===== src/rtl/keypad_pkg.sv =====
// Shared definitions for the 4x4 keypad scanner: key map, debounce states, scan results.
package keypad_pkg;

  localparam logic [1:0] ST_IDLE         = 2'd0;
  localparam logic [1:0] ST_PRESS_PEND   = 2'd1;
  localparam logic [1:0] ST_HELD         = 2'd2;
  localparam logic [1:0] ST_RELEASE_PEND = 2'd3;

  typedef enum logic [1:0] {
    SCAN_NONE   = 2'd0,
    SCAN_SINGLE = 2'd1,
    SCAN_MULTI  = 2'd2
  } scan_res_t;

  // Pmod keypad legend, row 0 at top, column 0 at left.
  function automatic logic [3:0] key_map(input logic [1:0] r, input logic [1:0] c);
    logic [3:0] code;
    case ({r, c})
      4'b00_00: code = 4'h1;
      4'b00_01: code = 4'h2;
      4'b00_10: code = 4'h3;
      4'b00_11: code = 4'hA;
      4'b01_00: code = 4'h4;
      4'b01_01: code = 4'h5;
      4'b01_10: code = 4'h6;
      4'b01_11: code = 4'hB;
      4'b10_00: code = 4'h7;
      4'b10_01: code = 4'h8;
      4'b10_10: code = 4'h9;
      4'b10_11: code = 4'hC;
      4'b11_00: code = 4'h0;
      4'b11_01: code = 4'hF;
      4'b11_10: code = 4'hE;
      default:  code = 4'hD;
    endcase
    return code;
  endfunction

endpackage


===== src/rtl/keypad_scanner_sync_2ff.sv =====
// Two-flop synchronizer for asynchronous multi-bit level inputs.
module sync_2ff #(
  parameter int          WIDTH   = 4,
  parameter logic [WIDTH-1:0] RST_VAL = '1
) (
  input  logic             clk,
  input  logic             rst_n,
  input  logic [WIDTH-1:0] d,
  output logic [WIDTH-1:0] q
);

  logic [WIDTH-1:0] meta;

  always_ff @(posedge clk or negedge rst_n) begin
    if (!rst_n) begin
      meta <= RST_VAL;
      q    <= RST_VAL;
    end else begin
      meta <= d;
      q    <= meta;
    end
  end

endmodule


===== src/rtl/keypad_scanner.sv =====
// 4x4 keypad column scanner with full-scan debounce and hex key code output.
//  state        | meaning
//  IDLE         | no key accepted, waiting for a single hit
//  PRESS_PEND   | same single key seen cnt scans in a row
//  HELD         | key accepted, key_down high
//  RELEASE_PEND | empty scans counted toward release
module keypad_scanner
  import keypad_pkg::*;
#(
  parameter int SCAN_TICKS     = 100000,
  parameter int DEBOUNCE_SCANS = 4
) (
  input  logic       clk,
  input  logic       rst_n,
  input  logic [3:0] row,
  output logic [3:0] col,
  output logic [3:0] key_code,
  output logic       key_valid,
  output logic       key_down
);

  localparam int TW = (SCAN_TICKS > 1) ? $clog2(SCAN_TICKS) : 1;
  localparam int CW = $clog2(DEBOUNCE_SCANS + 1);
  localparam logic [TW-1:0] TICK_LAST = TW'(SCAN_TICKS - 1);
  localparam logic [CW-1:0] CNT_TGT   = CW'(DEBOUNCE_SCANS);
  localparam logic [CW-1:0] CNT_ONE   = CW'(1);

  logic [3:0]    row_s;
  logic [TW-1:0] tick;
  logic [1:0]    phase;
  logic [15:0]   hits;       // bit c*4+r set when row r was low during column c
  logic          scan_done;
  logic [1:0]    state;
  logic [CW-1:0] cnt;
  logic [CW-1:0] cnt_inc;
  logic [3:0]    candidate;
  logic [1:0]    n_hits;
  logic [3:0]    hit_code;
  scan_res_t     scan_res;

  sync_2ff #(.WIDTH(4), .RST_VAL(4'hF)) u_row_sync (
    .clk   (clk),
    .rst_n (rst_n),
    .d     (row),
    .q     (row_s)
  );

  assign col = ~(4'b0001 << phase);

  always_ff @(posedge clk or negedge rst_n) begin
    if (!rst_n) begin
      tick      <= '0;
      phase     <= '0;
      hits      <= '0;
      scan_done <= 1'b0;
    end else if (tick == TICK_LAST) begin
      tick                    <= '0;
      phase                   <= phase + 2'd1;
      hits[{phase, 2'b00} +: 4] <= ~row_s;
      scan_done               <= (phase == 2'd3);
    end else begin
      tick      <= tick + TW'(1);
      scan_done <= 1'b0;
    end
  end

  always_comb begin
    n_hits   = 2'd0;
    hit_code = 4'h0;
    for (int i = 0; i < 16; i++) begin
      if (hits[i]) begin
        if (n_hits != 2'd2) n_hits = n_hits + 2'd1;
        hit_code = key_map(2'(i), 2'(i >> 2));
      end
    end
    if (n_hits == 2'd0)      scan_res = SCAN_NONE;
    else if (n_hits == 2'd1) scan_res = SCAN_SINGLE;
    else                     scan_res = SCAN_MULTI;
    cnt_inc = (cnt == CNT_TGT) ? cnt : cnt + CNT_ONE;
  end

  always_ff @(posedge clk or negedge rst_n) begin
    if (!rst_n) begin
      state     <= ST_IDLE;
      cnt       <= '0;
      candidate <= 4'h0;
      key_code  <= 4'h0;
      key_valid <= 1'b0;
      key_down  <= 1'b0;
    end else begin
      key_valid <= 1'b0;
      if (scan_done) begin
        case (state)
          ST_IDLE: begin
            if (scan_res == SCAN_SINGLE) begin
              candidate <= hit_code;
              if (DEBOUNCE_SCANS == 1) begin
                key_code  <= hit_code;
                key_valid <= 1'b1;
                key_down  <= 1'b1;
                cnt       <= '0;
                state     <= ST_HELD;
              end else begin
                cnt   <= CNT_ONE;
                state <= ST_PRESS_PEND;
              end
            end
          end
          ST_PRESS_PEND: begin
            if (scan_res == SCAN_SINGLE) begin
              if (hit_code == candidate) begin
                if (cnt_inc >= CNT_TGT) begin
                  key_code  <= candidate;
                  key_valid <= 1'b1;
                  key_down  <= 1'b1;
                  cnt       <= '0;
                  state     <= ST_HELD;
                end else begin
                  cnt <= cnt_inc;
                end
              end else begin
                candidate <= hit_code;
                cnt       <= CNT_ONE;
              end
            end else begin
              cnt   <= '0;
              state <= ST_IDLE;
            end
          end
          ST_HELD: begin
            if (scan_res == SCAN_NONE) begin
              if (DEBOUNCE_SCANS == 1) begin
                key_down <= 1'b0;
                cnt      <= '0;
                state    <= ST_IDLE;
              end else begin
                cnt   <= CNT_ONE;
                state <= ST_RELEASE_PEND;
              end
            end
          end
          default: begin
            if (scan_res == SCAN_NONE) begin
              if (cnt_inc >= CNT_TGT) begin
                key_down <= 1'b0;
                cnt      <= '0;
                state    <= ST_IDLE;
              end else begin
                cnt <= cnt_inc;
              end
            end else begin
              cnt   <= '0;
              state <= ST_HELD;
            end
          end
        endcase
      end
    end
  end

endmodule


===== config.mk =====
export PLATFORM = sky130hd
export DESIGN_NAME = keypad_scanner
export DESIGN_NICKNAME = d
export VERILOG_FILES = /design/src/rtl/keypad_pkg.sv /design/src/rtl/keypad_scanner_sync_2ff.sv /design/src/rtl/keypad_scanner.sv
export SDC_FILE = /design/constraint.sdc
export NUM_CORES = 1
export LEC_CHECK = 0
export CORE_MARGIN = 3
export CORE_UTILIZATION = 62
export DETAILED_ROUTE_END_ITERATION = 7
export GPL_TIMING_DRIVEN = 0
export PLACE_DENSITY = 0.92
export SYNTH_ARGS = -nofsm -noshare
export SYNTH_HDL_FRONTEND = slang
export SYNTH_SLANG_ARGS = --single-unit

===== constraint.sdc =====
create_clock -name clk -period 8.5 [get_ports clk]
set_clock_uncertainty 0.1 [all_clocks]
set_input_delay 1.275 -clock clk [delete_from_list [all_inputs] [get_ports clk]]
set_output_delay 1.275 -clock clk [all_outputs]
set_load 0.02 [all_outputs]

==> summary.md, run 1 <==
Outcome
* **result of the run** complete, no violations

Critical path
* **crit path capture type** flip-flop
* **setup slack on the worst flop-to-flop path** 0.68 ns
* **Worst EP required** 8.62 ns
* **last element of the critical path** candidate[3]
* **Critical Path Start** hits[1]
* **Max Fanout on Critical Path** 9
* **startpoint kind of the worst setup timing path** flip-flop
* **launching point of the worst reg2reg path** hits[1]
* **arrival time of the worst setup path** 7.94 ns
* **Setup Crit Path Kind** flip-flop to flip-flop
* **worst-case reg-to-reg path depth** 27
* **terminus of the critical flop-to-flop path** candidate[3]

Floorplan
* **Core Box Area** 7292 um2
* **effective utilization at floorplan** 64.12%
* **number of rows created at floorplan** 31
* **Die Span X** 92.84 um
* **area enclosed by the die boundary** 8619 um2
* **height of the die** 92.84 um
* **number of top-level design ports** 16

STA
* **Worst-Margin Slew** 0.7185 ns
* **setup slack of the critical path after layout** 0.6764 ns
* **ratio of final minimum period to clock period** 92.04%
* **Max-slew headroom** 51.47%
* **setup TNS** 0 ns
* **number of hold violations in the final report** 0
* **Fmax achieved** 0.1278 GHz
* **post-layout min period** 7.824 ns
* **final-report setup violation count** 0
* **final count of pins violating max slew** 0
* **RSZ-0062 raised after global routing** false

Job
* **max cap viols** 0

Layout
* **post-layout instance area** 5165 um2
* **growth of design area from synthesis to finish** 10.46%
* **antenna diode count** 0
* **number of nets in the layout** 594
* **layout cell share with drive strength beyond 1** 11.67%
* **Non-Filler Instances** 673

Drt
* **First DRT Iteration DRCs** 462
* **residual antenna-violating net count after detailed routing** 0
* **vias post-DR** 4,545
* **detailed-router iteration count before antenna repair** 7
* **drt drc** 0
* **Post-Route WL** 11,980 um
* **per-cell routed wire length** 17.81 um
* **Via density** 6.753

Global routing
* **maximum number of pins on one net before global-route repair** 38
* **Total Routing Usage GR** 28.90%
* **via count of the first global-routing pass** 4,221
* **first-pass GRT wire length** 20,100 um
* **antenna violations before repair** 0
* **global route total overflow** 0

Place
* **worst setup timing slack at the placement stage** 0.8384 ns
* **routability congestion estimate** 0.8900
* **post-detail-place hpwl** 8466 um
* **count of buffers inserted at the top-level ports** 15
* **area of placed instances** 4965 um2
* **total placed cells including tap cells** 657

Synth
* **count of flip-flops with a built-in enable after synthesis** 0
* **proportion of synthesized chip area in sequential cells** 31.79%
* **post-synth design cell area** 4676 um2
* **cell accounting for the most synthesized area** sky130_fd_sc_hd__dfrtp_1
* **total of flip-flops plus latches after synthesis** 59
* **synthesized area per cell** 8.627 um2
* **cells taking the most area after synthesis** sky130_fd_sc_hd__dfrtp_1 (27%), sky130_fd_sc_hd__ha_1 (5.1%), sky130_fd_sc_hd__nand2_1 (4.7%)
* **top-area cell type share of the netlist area** 27.29%
* **count of warnings emitted by yosys** 0
* **synthesized instance count** 542
* **number of nets in the synthesized netlist** 567
* **async set-reset flop share out of synthesis** 100.0%
* **dominant synthesized flop cell** sky130_fd_sc_hd__dfrtp_1
* **distinct cell type count after synthesis** 85

Clock network
* **TritonCTS Buffers** 9
* **TritonCTS clock tree** yes
* **clock slew at reported path FFs** 0.07 ns
* **clk sink count** 59
* **H-tree lvl count** 3
* **CTS Hold Buffers Added** 0
* **Post-CTS Resized** 0
* **Worst-Skew Late Latency** 0.34 ns
* **Max Buffers Root-to-Sink** 2
* **post-CTS setup-driven buffer insertion count** 0
* **cell chosen for the clock root** sky130_fd_sc_hd__clkbuf_8

Power
* **peak supply drop** 146.5 uV
* **Power, Total** 0.0005522 W
* **leakage power** 2.208 nW
* **power density of the placed cells** 106.9 nW/um2

Min path
* **WHS Path Cells** 0
* **Worst Hold Class** flip-flop to flip-flop

[stage by stage]
step / utilization, % / hold WS, ns
final: 70.83 / 0.2553
after global routing: 70.83 / 0.2559
after CTS: 70.83 / 0.2539
after detailed placement: 68.09 / 0.2491
after global placement: 67.88 / 0.2460
after floorplan: - / 0.2452
[sequential cells by signal, indices dropped and copies added (netlist names)]
signal           count
tick                17
u_row_sync.q         4
key_code             4
scan_done            1
state                2
key_valid            1
cnt                  3
key_down             1
phase                2
u_row_sync.meta      4
candidate            4
hits                16
[final cells by class]
type	instances	area [um2]
fill	527	2127
clock inverter	7	76.32
tap	99	123.9
multi-input combinational	433	2998
clock buffer	9	123.9
buffer	19	75.07
sequential	59	1486
timing repair buffer	16	165.2
inverter	31	116.4
[per-layer routing]
metal / track usage, % / wire length [um]
met5: 0 / 0
met2: 48.23 / 5791
met1: 38.56 / 5062
met4: 8.791 / 285
met3: 4.712 / 844
[synth_stat cells (all sizes together) (11+ instances only)]
master  number
nor2        47
dfrtp       51
xnor2       19
nand2       61
clkbuf      15
a211oi      11
ha          19
xor2        13
o21ai       33
a21oi       23
inv         31
nor3        13
nand3       21
o31ai       16
[worst max-delay path: stages (launching register included)]
cell,delay (ns)
sky130_fd_sc_hd__dfrtp_1,0.44
sky130_fd_sc_hd__inv_1,0.12
sky130_fd_sc_hd__ha_1,0.39
sky130_fd_sc_hd__nor4b_2,0.49
sky130_fd_sc_hd__a2bb2oi_1,0.23
sky130_fd_sc_hd__and3_1,0.25
sky130_fd_sc_hd__o21ai_0,0.27
sky130_fd_sc_hd__o211ai_1,0.14
sky130_fd_sc_hd__a31oi_1,0.61
sky130_fd_sc_hd__nor3_2,0.19
sky130_fd_sc_hd__a221oi_1,0.41
sky130_fd_sc_hd__nor3_1,0.14
sky130_fd_sc_hd__or4b_1,0.60
sky130_fd_sc_hd__nand3_2,0.20
sky130_fd_sc_hd__xnor2_1,0.16
sky130_fd_sc_hd__a21oi_1,0.10
sky130_fd_sc_hd__a21oi_1,0.32
sky130_fd_sc_hd__nor3_1,0.08
sky130_fd_sc_hd__o31a_1,0.24
sky130_fd_sc_hd__o21ai_0,0.24
sky130_fd_sc_hd__ha_1,0.30
sky130_fd_sc_hd__o21ai_0,0.16
sky130_fd_sc_hd__ha_1,0.22
sky130_fd_sc_hd__o22ai_1,0.11
sky130_fd_sc_hd__a21oi_2,0.35
sky130_fd_sc_hd__and2_4,0.24
sky130_fd_sc_hd__o2111ai_2,0.21
sky130_fd_sc_hd__mux2_1,0.37
[placed cells by master, fill, tap and decap left out, types with 8 or more instances in the layout]
| cell | n |
|---|---|
| sky130_fd_sc_hd__nand2_1 | 59 |
| sky130_fd_sc_hd__dfrtp_1 | 51 |
| sky130_fd_sc_hd__nor2_1 | 46 |
| sky130_fd_sc_hd__inv_1 | 31 |
| sky130_fd_sc_hd__o21ai_0 | 29 |
| sky130_fd_sc_hd__a21oi_1 | 20 |
| sky130_fd_sc_hd__nand3_1 | 19 |
| sky130_fd_sc_hd__ha_1 | 19 |
| sky130_fd_sc_hd__xnor2_1 | 16 |
| sky130_fd_sc_hd__o31ai_1 | 16 |
| sky130_fd_sc_hd__clkbuf_1 | 15 |
| sky130_fd_sc_hd__clkdlybuf4s50_1 | 14 |
| sky130_fd_sc_hd__nor3_1 | 12 |
| sky130_fd_sc_hd__xor2_1 | 12 |
| sky130_fd_sc_hd__nand4_1 | 9 |
| sky130_fd_sc_hd__or3_1 | 9 |
| sky130_fd_sc_hd__clkbuf_8 | 9 |
| sky130_fd_sc_hd__a31oi_1 | 8 |
| sky130_fd_sc_hd__o211ai_1 | 8 |
| sky130_fd_sc_hd__dfstp_2 | 8 |
[logic make-up (layout without fill, tap and decap cells)]
family | after synthesis | after routing | share of synthesized area (%)
AOI/OAI and AO/OA | 163 | 163 | 26.68
adders and majority gates | 19 | 19 | 5.084
DFF | 59 | 59 | 31.79
and+or+nand+nor | 204 | 204 | 22.13
xor gates and xnor gates | 32 | 32 | 6.636
muxes | 15 | 15 | 3.586
buffers and inverters | 50 | 82 | 4.094
[worst min path at each step]
stage	from	endpoint	slack [ns]
6_report	u_row_sync.meta[0]	u_row_sync.q[0]	0.26
5_1_grt	u_row_sync.meta[0]	u_row_sync.q[0]	0.26
4_1_cts	u_row_sync.meta[0]	u_row_sync.q[0]	0.25
3_5_place_dp	u_row_sync.meta[3]	u_row_sync.q[3]	0.25
3_3_place_gp	u_row_sync.meta[1]	u_row_sync.q[1]	0.25
2_1_floorplan	u_row_sync.meta[0]	u_row_sync.q[0]	0.25
[power by group]
group	total (W)	leakage (nW)	internal [W]	switching (W)
clock network	0.000258	0.0958	0.000137	0.000121
logic	0.00000822	1.33	0.00000269	0.00000553
registers	0.000286	0.783	0.000284	0.00000179
total	0.000552	2.21	0.000423	0.000129
No activity file was read; power rests on OpenSTA's default activity.
==> run 2, diff against run 1 <==
--- a/config.mk
+++ b/config.mk
@@ -5,11 +5,13 @@
 export SDC_FILE = /design/constraint.sdc
 export NUM_CORES = 1
 export LEC_CHECK = 0
+export CORE_ASPECT_RATIO = 0.5
 export CORE_MARGIN = 3
 export CORE_UTILIZATION = 62
 export DETAILED_ROUTE_END_ITERATION = 7
 export GPL_TIMING_DRIVEN = 0
-export PLACE_DENSITY = 0.92
+export PLACE_DENSITY = 0.8
+export RECOVER_POWER = 50
 export SYNTH_ARGS = -nofsm -noshare
 export SYNTH_HDL_FRONTEND = slang
 export SYNTH_SLANG_ARGS = --single-unit
==> summary.md, run 2 (synthesis results as in run 1) <==
Drt
* **residual antenna-violating net count after detailed routing** 0
* **per-cell routed wire length** 16.15 um
* **Via density** 6.420
* **drt drc** 0
* **vias post-DR** 4,276
* **detailed-router iteration count before antenna repair** 6
* **First DRT Iteration DRCs** 392
* **Post-Route WL** 10,750 um

STA
* **RSZ-0062 raised after global routing** false
* **Fmax achieved** 0.1285 GHz
* **final-report setup violation count** 0
* **setup TNS** 0 ns
* **Worst-Margin Slew** 2.054 ns
* **post-layout min period** 7.784 ns
* **Max-slew headroom** -36.91%
* **final count of pins violating max slew** 40
* **setup slack of the critical path after layout** 0.7163 ns
* **ratio of final minimum period to clock period** 91.57%
* **number of hold violations in the final report** 0

Clock network
* **CTS Hold Buffers Added** 0
* **Worst-Skew Late Latency** 0.33 ns
* **clock slew at reported path FFs** 0.05 ns
* **Post-CTS Resized** 0
* **Max Buffers Root-to-Sink** 2
* **TritonCTS clock tree** yes
* **cell chosen for the clock root** sky130_fd_sc_hd__clkbuf_16
* **post-CTS setup-driven buffer insertion count** 0
* **clk sink count** 59
* **TritonCTS Buffers** 9
* **H-tree lvl count** 3

Power
* **switching part of the total** 20.19%
* **Clock power frac** 55.0%
* **internal cell power** 0.0005204 W
* **fraction of power consumed by sequential logic** 43.9%
* **power density of the placed cells** 124.4 nW/um2
* **leakage power** 2.247 nW
* **net switching component of the power** 0.0001317 W
* **combinational share of power** 1.1%
* **peak supply drop** 137.0 uV

Global routing
* **maximum number of pins on one net before global-route repair** 40
* **antenna violations before repair** 0
* **via count of the first global-routing pass** 3,892
* **first-pass GRT wire length** 18,310 um
* **global route total overflow** 0
* **Total Routing Usage GR** 26.26%

Min path
* **Worst Hold Class** flip-flop to flip-flop
* **WHS Path Cells** 0
* **terminating pin of the worst hold path** u_row_sync.q[3]
* **critical hold path startpoint** u_row_sync.meta[3]

Floorplan
* **number of rows created at floorplan** 21
* **Die Span X** 128.8 um
* **effective utilization at floorplan** 66.90%
* **height of the die** 67.41 um
* **area enclosed by the die boundary** 8682 um2
* **Core Box Area** 6989 um2
* **number of top-level design ports** 16

Critical path
* **worst-case reg-to-reg path depth** 27
* **setup slack on the worst flop-to-flop path** 0.72 ns
* **terminus of the critical flop-to-flop path** candidate[3]
* **startpoint kind of the worst setup timing path** flip-flop
* **Critical Path Start** hits[1]
* **crit path capture type** flip-flop
* **Max Fanout on Critical Path** 9
* **launching point of the worst reg2reg path** hits[1]
* **arrival time of the worst setup path** 7.88 ns
* **Worst EP required** 8.60 ns
* **Setup Crit Path Kind** flip-flop to flip-flop

Layout
* **antenna diode count** 0
* **Regs by FF count** tick x17, hits x16
* **commonest cells after routing, fill and taps aside** sky130_fd_sc_hd__nand2_1 (59), sky130_fd_sc_hd__dfrtp_1 (51), sky130_fd_sc_hd__nor2_1 (46)
* **max reg flops** 17
* **most common cell after layout, fill and taps aside** sky130_fd_sc_hd__nand2_1
* **growth of design area from synthesis to finish** 12.10%
* **number of nets in the layout** 594
* **Non-Filler Instances** 666
* **final cell utilization of the core** 74.99%
* **layout cell share with drive strength beyond 1** 11.32%
* **register with the highest flop count** tick

Place
* **total placed cells including tap cells** 650
* **worst setup timing slack at the placement stage** 0.9354 ns
* **routability congestion estimate** 0.9170
* **count of buffers inserted at the top-level ports** 15
* **post-detail-place hpwl** 7847 um

Outcome
* **violated checks** capacitance limit, slew limit
* **result of the run** finished with violations

Job
* **max cap viols** 1

## run 2: cell count changes in the layout (fill, tap and decap cells not counted), moves of 2 or more
cell and delta:
sky130_fd_sc_hd__clkdlybuf4s50_1 -4, sky130_fd_sc_hd__dlygate4sd3_1 +4, sky130_fd_sc_hd__clkbuf_8 -8, sky130_fd_sc_hd__clkbuf_16 +9, sky130_fd_sc_hd__clkbuf_1 +2, sky130_fd_sc_hd__clkinv_4 -2
## run 2: stage by stage
stage | hold WS [ns] | area, um2 | total power (W)
6_report | 0.2545 | 5241 | 0.0006521
3_3_place_gp | 0.2453 | 4941 | 0.0002988
5_1_grt | 0.2546 | 5241 | 0.0006736
2_1_floorplan | 0.2452 | 4676 | 0.0002903
3_5_place_dp | 0.2472 | 4956 | 0.0002998
4_1_cts | 0.2539 | 5259 | 0.0006585
## run 2: layout make-up
| type | instances | area (um2) |
|---|---|---|
| repair buffers | 16 | 147.6 |
| well taps | 92 | 115.1 |
| clock inverters | 6 | 63.81 |
| fillers | 484 | 1748 |
| flip-flops and latches | 59 | 1486 |
| inverters | 31 | 116.4 |
| clock buffers | 10 | 239.0 |
| multi-input cells | 433 | 2998 |
| plain buffers | 19 | 75.07 |
## run 2: worst max-delay path by stage
stage              endpoint  cells past startpoint  slack (ns)
6_report       candidate[3]                     27        0.72
5_1_grt        candidate[3]                     27        0.11
4_1_cts        candidate[3]                     27        0.87
3_5_place_dp   candidate[3]                     27        0.94
3_3_place_gp   candidate[3]                     27        1.08
2_1_floorplan  candidate[2]                     27        1.95
## run 2: layer usage
metal  wire (um)  vias to the layer above  GRT usage [%]
li1            -                     2074              -
met1        5185                     2059          36.34
met2        4963                      137          43.36
met3         564                        6          5.924
met4          40                        0          4.450
met5           0                        -              0
## run 2: critical path: stages, from the launching register on
cell and delay (ns):
sky130_fd_sc_hd__dfrtp_1 0.40, sky130_fd_sc_hd__inv_1 0.10, sky130_fd_sc_hd__ha_1 0.38, sky130_fd_sc_hd__nor4b_2 0.55
sky130_fd_sc_hd__a2bb2oi_1 0.21, sky130_fd_sc_hd__and3_1 0.25, sky130_fd_sc_hd__o21ai_0 0.29, sky130_fd_sc_hd__o211ai_1 0.14
sky130_fd_sc_hd__a31oi_1 0.64, sky130_fd_sc_hd__nor3_2 0.19, sky130_fd_sc_hd__a221oi_1 0.37, sky130_fd_sc_hd__nor3_1 0.12
sky130_fd_sc_hd__or4b_1 0.60, sky130_fd_sc_hd__nand3_2 0.20, sky130_fd_sc_hd__xnor2_1 0.17, sky130_fd_sc_hd__a21oi_1 0.10
sky130_fd_sc_hd__a21oi_1 0.32, sky130_fd_sc_hd__nor3_1 0.08, sky130_fd_sc_hd__o31a_1 0.23, sky130_fd_sc_hd__o21ai_0 0.23
sky130_fd_sc_hd__ha_1 0.29, sky130_fd_sc_hd__o21ai_0 0.16, sky130_fd_sc_hd__ha_1 0.21, sky130_fd_sc_hd__o22ai_1 0.10
sky130_fd_sc_hd__a21oi_2 0.37, sky130_fd_sc_hd__and2_4 0.25, sky130_fd_sc_hd__o2111ai_2 0.20, sky130_fd_sc_hd__mux2_1 0.37
## run 2: power by group through the flow
| stage | Sequential, W | Clock [W] | Combinational (W) |
|---|---|---|---|
| after global routing | 0.000286 | 0.000379 | 0.00000802 |
| after floorplan | 0.000290 | 0 | 0.00000000601 |
| after CTS | 0.000286 | 0.000363 | 0.00000870 |
| final | 0.000286 | 0.000359 | 0.00000692 |
| after detailed placement | 0.000291 | 0 | 0.00000868 |
| after global placement | 0.000291 | 0 | 0.00000766 |
